**src/rtl/risc_alu_pkg.sv**
```systemverilog
// Shared definitions for the RISC ALU datapath: opcode encodings, default
// widths, the registered flag bundle and the signed-overflow rule.
package risc_alu_pkg;

  localparam logic OP_ADD = 1'b0;
  localparam logic OP_SUB = 1'b1;

  localparam int DEFAULT_WIDTH = 32;
  localparam int DEFAULT_SLICE = 16;

  typedef struct packed {
    logic carry;
    logic overflow;
    logic zero;
  } alu_flags_t;

  // Signed overflow: both addends share a sign and the sum's sign differs.
  function automatic logic signed_ovf(input logic a_msb, input logic b_msb, input logic s_msb);
    return (a_msb == b_msb) && (s_msb != a_msb);
  endfunction

endpackage

```
**src/rtl/pipelined_add_sub_add_slice.sv**
```systemverilog
// Combinational SLICE-bit carry-lookahead adder slice; every carry is a flat
// sum-of-products of generate/propagate terms rather than a ripple chain.
module add_slice #(
  parameter int SLICE = 16
) (
  input  logic [SLICE-1:0] a,
  input  logic [SLICE-1:0] b,
  input  logic             cin,
  output logic [SLICE-1:0] s,
  output logic             cout
);

  logic [SLICE-1:0] p;
  logic [SLICE-1:0] g;
  logic [SLICE:0]   c;

  assign p = a ^ b;
  assign g = a & b;

  always_comb begin
    logic term;
    logic prop;
    c    = '0;
    term = 1'b0;
    prop = 1'b1;
    c[0] = cin;
    for (int i = 0; i < SLICE; i++) begin
      term = 1'b0;
      prop = 1'b1;
      // Walk down from bit i: a generate at j counts if every bit above it propagates.
      for (int j = i; j >= 0; j--) begin
        term = term | (g[j] & prop);
        prop = prop & p[j];
      end
      c[i+1] = term | (prop & cin);
    end
  end

  assign s    = p ^ c[SLICE-1:0];
  assign cout = c[SLICE];

endmodule

```
**src/rtl/pipelined_add_sub.sv**
```systemverilog
// Pipelined two's-complement adder/subtractor: one register stage per SLICE
// bits, whole-pipeline stall on output backpressure, flags registered with the result.
module pipelined_add_sub
  import risc_alu_pkg::*;
#(
  parameter int WIDTH = DEFAULT_WIDTH,
  parameter int SLICE = DEFAULT_SLICE
) (
  input  logic             clk,
  input  logic             rst_n,
  input  logic             in_valid,
  output logic             in_ready,
  input  logic             op_sub,
  input  logic [WIDTH-1:0] a,
  input  logic [WIDTH-1:0] b,
  output logic             out_valid,
  input  logic             out_ready,
  output logic [WIDTH-1:0] result,
  output logic             carry,
  output logic             overflow,
  output logic             zero
);

  localparam int STAGES = WIDTH / SLICE;

  logic             adv;
  logic [WIDTH-1:0] b_eff;
  logic [WIDTH-1:0] result_reg;
  alu_flags_t       flags_reg;

  assign adv      = !out_valid || out_ready;
  assign in_ready = adv;
  assign b_eff    = (op_sub == OP_SUB) ? ~b : b;

  genvar gi;
  for (gi = 0; gi < STAGES; gi++) begin : g_stage
    localparam int LO  = gi * SLICE;
    localparam int REM = WIDTH - LO;

    // a_rem/b_rem: this stage's slice plus every slice still waiting above it.
    logic [REM-1:0]      a_rem;
    logic [REM-1:0]      b_rem;
    logic [LO+SLICE-1:0] sum_acc;
    logic [SLICE-1:0]    s;
    logic                cin;
    logic                cout;
    logic                vld_in;
    logic                vld_reg;

    add_slice #(
      .SLICE(SLICE)
    ) u_add_slice (
      .a   (a_rem[SLICE-1:0]),
      .b   (b_rem[SLICE-1:0]),
      .cin (cin),
      .s   (s),
      .cout(cout)
    );

    if (gi == 0) begin : g_src
      assign a_rem   = a;
      assign b_rem   = b_eff;
      assign cin     = op_sub;
      assign vld_in  = in_valid;
      assign sum_acc = s;
    end else begin : g_src
      assign a_rem   = g_stage[gi-1].g_skew.a_up_reg;
      assign b_rem   = g_stage[gi-1].g_skew.b_up_reg;
      assign cin     = g_stage[gi-1].g_skew.cout_reg;
      assign vld_in  = g_stage[gi-1].vld_reg;
      assign sum_acc = {s, g_stage[gi-1].g_skew.sum_reg};
    end

    always_ff @(posedge clk) begin
      if (!rst_n) begin
        vld_reg <= 1'b0;
      end else if (adv) begin
        vld_reg <= vld_in;
      end
    end

    if (gi == STAGES - 1) begin : g_last
      // Bubbles load zeros so a stale or uninitialised sum never shows on the outputs.
      always_ff @(posedge clk) begin
        if (!rst_n) begin
          result_reg <= '0;
          flags_reg  <= '0;
        end else if (adv) begin
          if (vld_in) begin
            result_reg         <= sum_acc;
            flags_reg.carry    <= cout;
            flags_reg.overflow <= signed_ovf(a_rem[SLICE-1], b_rem[SLICE-1], s[SLICE-1]);
            flags_reg.zero     <= ~|sum_acc;
          end else begin
            result_reg <= '0;
            flags_reg  <= '0;
          end
        end
      end
    end else begin : g_skew
      localparam int UP = WIDTH - LO - SLICE;

      logic [UP-1:0]       a_up_reg;
      logic [UP-1:0]       b_up_reg;
      logic [LO+SLICE-1:0] sum_reg;
      logic                cout_reg;

      always_ff @(posedge clk) begin
        if (adv) begin
          a_up_reg <= a_rem[REM-1:SLICE];
          b_up_reg <= b_rem[REM-1:SLICE];
          sum_reg  <= sum_acc;
          cout_reg <= cout;
        end
      end
    end
  end

  assign out_valid = g_stage[STAGES-1].vld_reg;
  assign result    = result_reg;
  assign carry     = flags_reg.carry;
  assign overflow  = flags_reg.overflow;
  assign zero      = flags_reg.zero;

endmodule

```
**config.mk**
```make
export PLATFORM = sky130hd
export DESIGN_NAME = pipelined_add_sub
export DESIGN_NICKNAME = d
export VERILOG_FILES = /design/src/rtl/risc_alu_pkg.sv /design/src/rtl/pipelined_add_sub_add_slice.sv /design/src/rtl/pipelined_add_sub.sv
export SDC_FILE = /design/constraint.sdc
export NUM_CORES = 1
export LEC_CHECK = 0
export CAP_MARGIN = 40
export CORE_AREA = 2 2 134 149
export DETAILED_ROUTE_END_ITERATION = 10
export DIE_AREA = 0 0 136 151
export PLACE_DENSITY = 0.58
export SETUP_SLACK_MARGIN = 0.05
export SLEW_MARGIN = 20
export SYNTH_ARGS = -nofsm -noshare
export SYNTH_HDL_FRONTEND = slang
export SYNTH_HIERARCHICAL = 1
export SYNTH_SLANG_ARGS = --single-unit
```
**constraint.sdc**
```tcl
create_clock -name clk -period 2.7 [get_ports clk]
set_clock_uncertainty 0.1 [all_clocks]
set_input_delay 0.405 -clock clk [delete_from_list [all_inputs] [get_ports clk]]
set_output_delay 0.405 -clock clk [all_outputs]
set_load 0.05 [all_outputs]
```
==> results of run 1 <==
==> layout make-up <==
cell class | instances | area [um^2] | share of cell area (%)
clock buffers | 14 | 307 | 4.48
clock inverters | 2 | 41.3 | 0.603
multi-input cells | 304 | 2430 | 35.5
flip-flops and latches | 86 | 2210 | 32.3
repair buffers | 164 | 1520 | 22.3
well taps | 247 | 309 | 4.52
inverters | 5 | 18.8 | 0.274
==> timing repair <==
| item | 4_1_cts | 5_1_grt |
|---|---|---|
| endpoints found under the setup margin | 4 | 7 |
| buffers inserted | 2 | 0 |
| pin swaps | 11 | 7 |
| resized for setup | 5 | 9 |
==> report_power, final <==
part	switching [uW]	leakage, uW	total, uW	internal [uW]
clock network	510	0.000171	1400	887
registers	98.4	0.000814	1670	1580
logic	640	0.00165	1290	650
==> synthesized netlist by cell type (6+ instances only) <==
cell	n	area (um^2)
buf_4	7	52.6
nor4_1	6	37.5
a21boi_1	28	210
ha_1	32	400
edfxtp_1	49	1470
dfxtp_1	37	741
xnor2_1	18	158
xor2_1	40	350
a21boi_2	7	78.8
nand2_1	41	154
nand3_1	37	185
a21o_1	9	67.6
buf_2	6	30.0
nor2_1	10	37.5
a21oi_1	12	60.1
==> logic make-up (layout without fill, tap and decap cells) <==
kind of cell | after synthesis | in the layout | synth area share, %
buffers and inverters | 24 | 185 | 3.13
AND/OR/NAND/NOR | 121 | 121 | 13.5
AO/OA/AOI/OAI | 90 | 90 | 15.6
XOR/XNOR | 58 | 58 | 10.9
flip-flops | 86 | 86 | 47.3
multiplexers | 1 | 1 | 0.214
adder cells (fa/ha/maj) | 34 | 34 | 9.42
==> how the worst min path moves through the flow <==
stage          slack, ps  cells past startpoint                       endpoint
2_1_floorplan        400                      0  g_stage[0].g_skew.a_up_reg[0]
3_3_place_gp         340                      2                     result[23]
3_5_place_dp         350                      2                     result[11]
4_1_cts              350                      2                      result[6]
5_1_grt              370                      2                     result[11]
6_report             350                      2                      result[6]
==> metal layers <==
metal,vias up,wire (um),track usage [%]
li1,1822,-,-
met1,1688,5060,13.5
met2,78,5780,19.8
met3,13,552,2.91
met4,0,183,4.32
met5,-,0,0
==> stage by stage <==
step | cells | setup slack [ps] | setup TNS (ps)
after floorplan | 414 | 23.5 | 0
after global placement | 804 | -276 | -999
after detailed placement | 804 | -259 | -1260
after CTS | 822 | -143 | -276
after global routing | 822 | -284 | -781
final | 822 | -124 | -233
==> worst max-delay path, stage by stage (launching register included) <==
cell	delay [ps]
edfxtp_1	410
ha_4	270
a21o_1	200
a221o_1	420
a31oi_4	190
o21ai_2	110
o41ai_4	350
xnor2_2	130
nor4b_4	220
nand4_1	150
o31ai_1	190
==> placed cells by master (no fill, tap or decap), types with 3 or more instances in the layout <==
master           Yosys  routed
nor3_1               4       3
a211oi_2             3       3
a21boi_2             7       7
buf_12               0       3
o21ai_2              1       4
nand4_1              4       4
xnor2_1             18      14
nand2_1             41      41
buf_4                7      57
edfxtp_1            49      49
nand2b_1             3       3
dfxtp_1             37      37
nor2b_1              4       4
nor4_1               6       5
a21boi_1            28      28
inv_1                4       4
o21ai_0              3       3
a21o_1               9       9
nor2_1              10      10
xor2_1              40      39
nand3_1             37      37
a21oi_1             12      12
clkdlybuf4s50_1      0     103
xnor2_2              0       4
ha_1                32      31
clkbuf_16            0      11
==> flow_metrics.tcl, run 1 <==
set metrics [dict create \
    status "finished with violations" \
    failed_checks "setup timing" \
    grt_use_total_pct 11.4 \
    slew_viol_final 0 \
    place_congestion 0.787 \
    coreArea_um2 19000 \
    initial_core_util_pct 24.7 \
    r2r_slack_ps -120 \
    hold_buffers 0 \
    synth_edf_count 49 \
    drc 0 \
    drv_cap 0 \
    fmax_ghz 0.354 \
    avgSynthCellArea_um2 11.3 \
    antenna_cells 0 \
    cts.sinks 86 \
    final_core_util_pct 36.1 \
    largest_reg_flops 32 \
    die_w_um 136 \
    portBuffers 105 \
    ys_ff_latch 86 \
    rows 53 \
    grt_max_degree 42 \
    n_fill_cell 1865 \
    worstPathArrival_ps 2970 \
    worst_hold_startpoint "result[6]" \
    synth_ff_type "edfxtp_1" \
    ys_seq_area_share_pct 47.3 \
    ios 106 \
    drt_iter0_drc 137 \
    cts_tree "built" \
    startpoint "g_stage[0].g_skew.a_up_reg[8]" \
    reg2reg_to "zero" \
    clk_latency_ps 340 \
    total_power_uw 4360 \
    worstReg2RegStart "g_stage[0].g_skew.a_up_reg[8]" \
    via_per_inst 4.38 \
    gr-total-overflow 0 \
    nets 673 \
    fin_crit_sh_pct 105 \
    place.detailed.hpwl_um 8920 \
    die-area_um2 20500 \
    maxSlewHeadroom_pct 53.6 \
    yosys_warnings 6 \
    power_density_nw_per_um2 637 \
    whs_ps 348 \
    synth_nets 517 \
    r2r_cells 10 \
    end_kind "register" \
    period_minus_slack_ps 2820 \
    synth_cell_types 55 \
    htree_levels 3 \
    worst_pin_slew_ps 695 \
    crit_type "reg -> reg" \
    root_buffer "clkbuf_16" \
    setup_ws_ps -124 \
    route.vias.total 3601 \
    syn_to_final_growth_pct 46.3 \
    path_max_fanout 3 \
    syn_area_um2 4680 \
    endpoint "zero" \
    peakVddDrop_uv 313 \
    antenna_found_initial 0 \
    wl_per_cell_um 14.1 \
    dieHeight_um 151 \
    drt-pass1-iter-count 4 \
    cts_buffer_depth 2 \
    antenna_left 0 \
    leakage_uw 0.00263 \
    required_ps 2850 \
    grt_pass1_wl_um 17900 \
    setup_viol 3 \
    hold_path.class "reg -> reg" \
    placed_area_um2 6390 \
    ys_async_sr_fraction_pct 0 \
    hold_viol 0 \
    fin_area_um2 6840 \
    clk_pin_slew_ps 60 \
    synth_cells 414 \
    numCtsBuffers 9 \
    rsz0062_at_grt "yes" \
    routed_wl_um 11600 \
    grt_pass1_vias 3628 \
    drive_gt1_share_pct 19.8 \
    startpoint_type "register" \
]
Power figures use the tool's default switching activity.
==> inputs of run 2 (changes only) <==
--- a/config.mk
+++ b/config.mk
@@ -5,11 +5,14 @@
 export SDC_FILE = /design/constraint.sdc
 export NUM_CORES = 1
 export LEC_CHECK = 0
+export ABC_AREA = 0
+export ABC_CLOCK_PERIOD_IN_PS = 2700
 export CAP_MARGIN = 40
 export CORE_AREA = 2 2 134 149
 export DETAILED_ROUTE_END_ITERATION = 10
 export DIE_AREA = 0 0 136 151
 export PLACE_DENSITY = 0.58
+export REMOVE_ABC_BUFFERS = 1
 export SETUP_SLACK_MARGIN = 0.05
 export SLEW_MARGIN = 20
 export SYNTH_ARGS = -nofsm -noshare
==> run 2 against run 1 <==
Effect of this change:
- the run still ends with setup timing left
- cell count rose by 0.61%
- sequential share of layout area fell by 0.57 points
- flip-flop and latch count did not move
- global-route usage rose by 0.40 points
- worst hold slack improved by 3.8 ps
- die area did not move
- routed wire length rose by 3.3%
- non-clock buffer count rose by 5
- sequential power barely moved
- cell area rose by 1.8%
- critical endpoint unchanged
- highest routed layer unchanged
==> flow_metrics.tcl, run 2 (synthesis results as in run 1) <==
set metrics [dict create \
    drive_gt1_share_pct 22.9 \
    mostFrequentLayoutCells "clkdlybuf4s50_1, buf_4, edfxtp_1" \
    grt_use_total_pct 11.8 \
    root_buffer "clkbuf_16" \
    worst_pin_slew_ps 656 \
    regArea_um2 2210 \
    htree_levels 3 \
    startpoint "g_stage[0].g_skew.b_up_reg[0]" \
    cts_tree "built" \
    fin_area_um2 6970 \
    grt_util_met1_pct 12.9 \
    slew_viol_final 0 \
    route.vias.total 3622 \
    power_density_nw_per_um2 616 \
    multi_input_area_um2 2580 \
    grt_busiest_layer "met2" \
    placed_area_um2 6290 \
    nets 678 \
    routed_wl_um 12000 \
    startpoint_type "register" \
    grt_pass1_wl_um 18600 \
    fmax_ghz 0.345 \
    drc 0 \
    hold_path.class "reg -> reg" \
    leakage_uw 0.00266 \
    grt_max_degree 38 \
    clk_pin_slew_ps 60 \
    portBuffers 105 \
    rows 53 \
    setup_viol 2 \
    place.detailed.hpwl_um 8920 \
    numCtsBuffers 9 \
    rsz0062_at_grt "yes" \
    n_fill_cell 1907 \
    die-area_um2 20500 \
    cts_buffer_depth 2 \
    worstReg2RegStart "g_stage[0].g_skew.b_up_reg[0]" \
    fin_crit_sh_pct 107 \
    status "finished with violations" \
    wl_per_cell_um 14.5 \
    end_kind "register" \
    endpoint "zero" \
    fin_cells 827 \
    grt_pass1_vias 3779 \
    coreArea_um2 19000 \
    placed_cells 798 \
    drv_cap 0 \
    r2r_cells 12 \
    initial_core_util_pct 24.7 \
    worstPathArrival_ps 3060 \
    place_ws_ps -437 \
    ios 106 \
    use_met2_pct 22.3 \
    period_minus_slack_ps 2900 \
    failed_checks "setup timing" \
    via_per_inst 4.38 \
    maxSlewHeadroom_pct 56.2 \
    place_congestion 0.786 \
    die_w_um 136 \
    required_ps 2860 \
    use_met3_pct 2.31 \
    largest_reg_flops 32 \
    r2r_slack_ps -200 \
    cts.sinks 86 \
    hold_viol 0 \
    reg2reg_to "zero" \
    antenna_cells 0 \
    antenna_left 0 \
    crit_type "reg -> reg" \
    layout_commonest_cell "clkdlybuf4s50_1" \
    drt-pass1-iter-count 4 \
    setup_ws_ps -201 \
    dieHeight_um 151 \
    total_power_uw 4290 \
    antenna_found_initial 0 \
    drt_iter0_drc 136 \
    whs_ps 352 \
    syn_to_final_growth_pct 48.9 \
    clk_latency_ps 340 \
    peakVddDrop_uv 236 \
    path_max_fanout 3 \
    gr-total-overflow 0 \
]
-- run 2: changes by cell type in the layout (fill, tap and decap cells not counted), sizes merged --
cell,delta
clkbuf,-3
dlymetal6s2s,+2
buf,+4
clkinv,+3
clkinvlp,+1
clkdlybuf4s50,-2
-- run 2: per-layer routing --
metal / vias to the layer above / routed length [um] / share of wire (%)
met5: - / 0 / 0
met1: 1708 / 4810 / 40
li1: 1833 / - / -
met4: 0 / 210 / 1.8
met2: 67 / 6460 / 54
met3: 14 / 475 / 4.0
-- run 2: worst min-delay path by stage --
stage               depth (start not counted)  slack, ps                       endpoint       start
floorplan                                   0        400  g_stage[0].g_skew.a_up_reg[0]       a[16]
global placement                            2        340                     result[10]  result[10]
detailed placement                          2        350                     result[10]  result[10]
CTS                                         2        360                      result[7]   result[7]
global route                                2        370                     result[24]  result[24]
finish                                      2        350                      result[7]   result[7]
-- run 2: power by group --
part / internal, uW / switching [uW]
registers: 1580 / 108
logic: 688 / 668
clock network: 724 / 525
-- run 2: area by class of cell --
| type | instances | area share [%] |
|---|---|---|
| Clock inverter | 6 | 1.01 |
| Timing Repair Buffer | 169 | 22.1 |
| Sequential cell | 86 | 31.8 |
| Inverter | 5 | 0.287 |
| Multi-Input combinational cell | 304 | 37.1 |
| Tap cell | 247 | 4.44 |
| Clock buffer | 10 | 3.29 |
-- run 2: worst max-delay path: stages, from the launching register on --
cell and delay (ps):
edfxtp_1 440, ha_4 280, a211oi_4 290, nor3_4 70, o31ai_4 300, buf_6 150, buf_6 90, o211ai_4 90
buf_4 150, xor2_1 170, nor4b_4 300, nand4_1 150, o31ai_1 240
-- run 2: what timing repair did --
item | 4_1_cts | 5_1_grt
pin swaps | 15 | 26
buffers inserted | 7 | 7
setup endpoints to repair | 6 | 13
hold buffers | 0 | 0
gates resized for setup | 13 | 30
-- run 2: stage by stage --
step           TNS (ps)  utilization (%)
4_1_cts            -556             35.5
2_1_floorplan     -7.75                -
3_5_place_dp      -2530             33.1
3_3_place_gp      -1700             33.1
5_1_grt            -756             36.7
6_report           -325             36.7
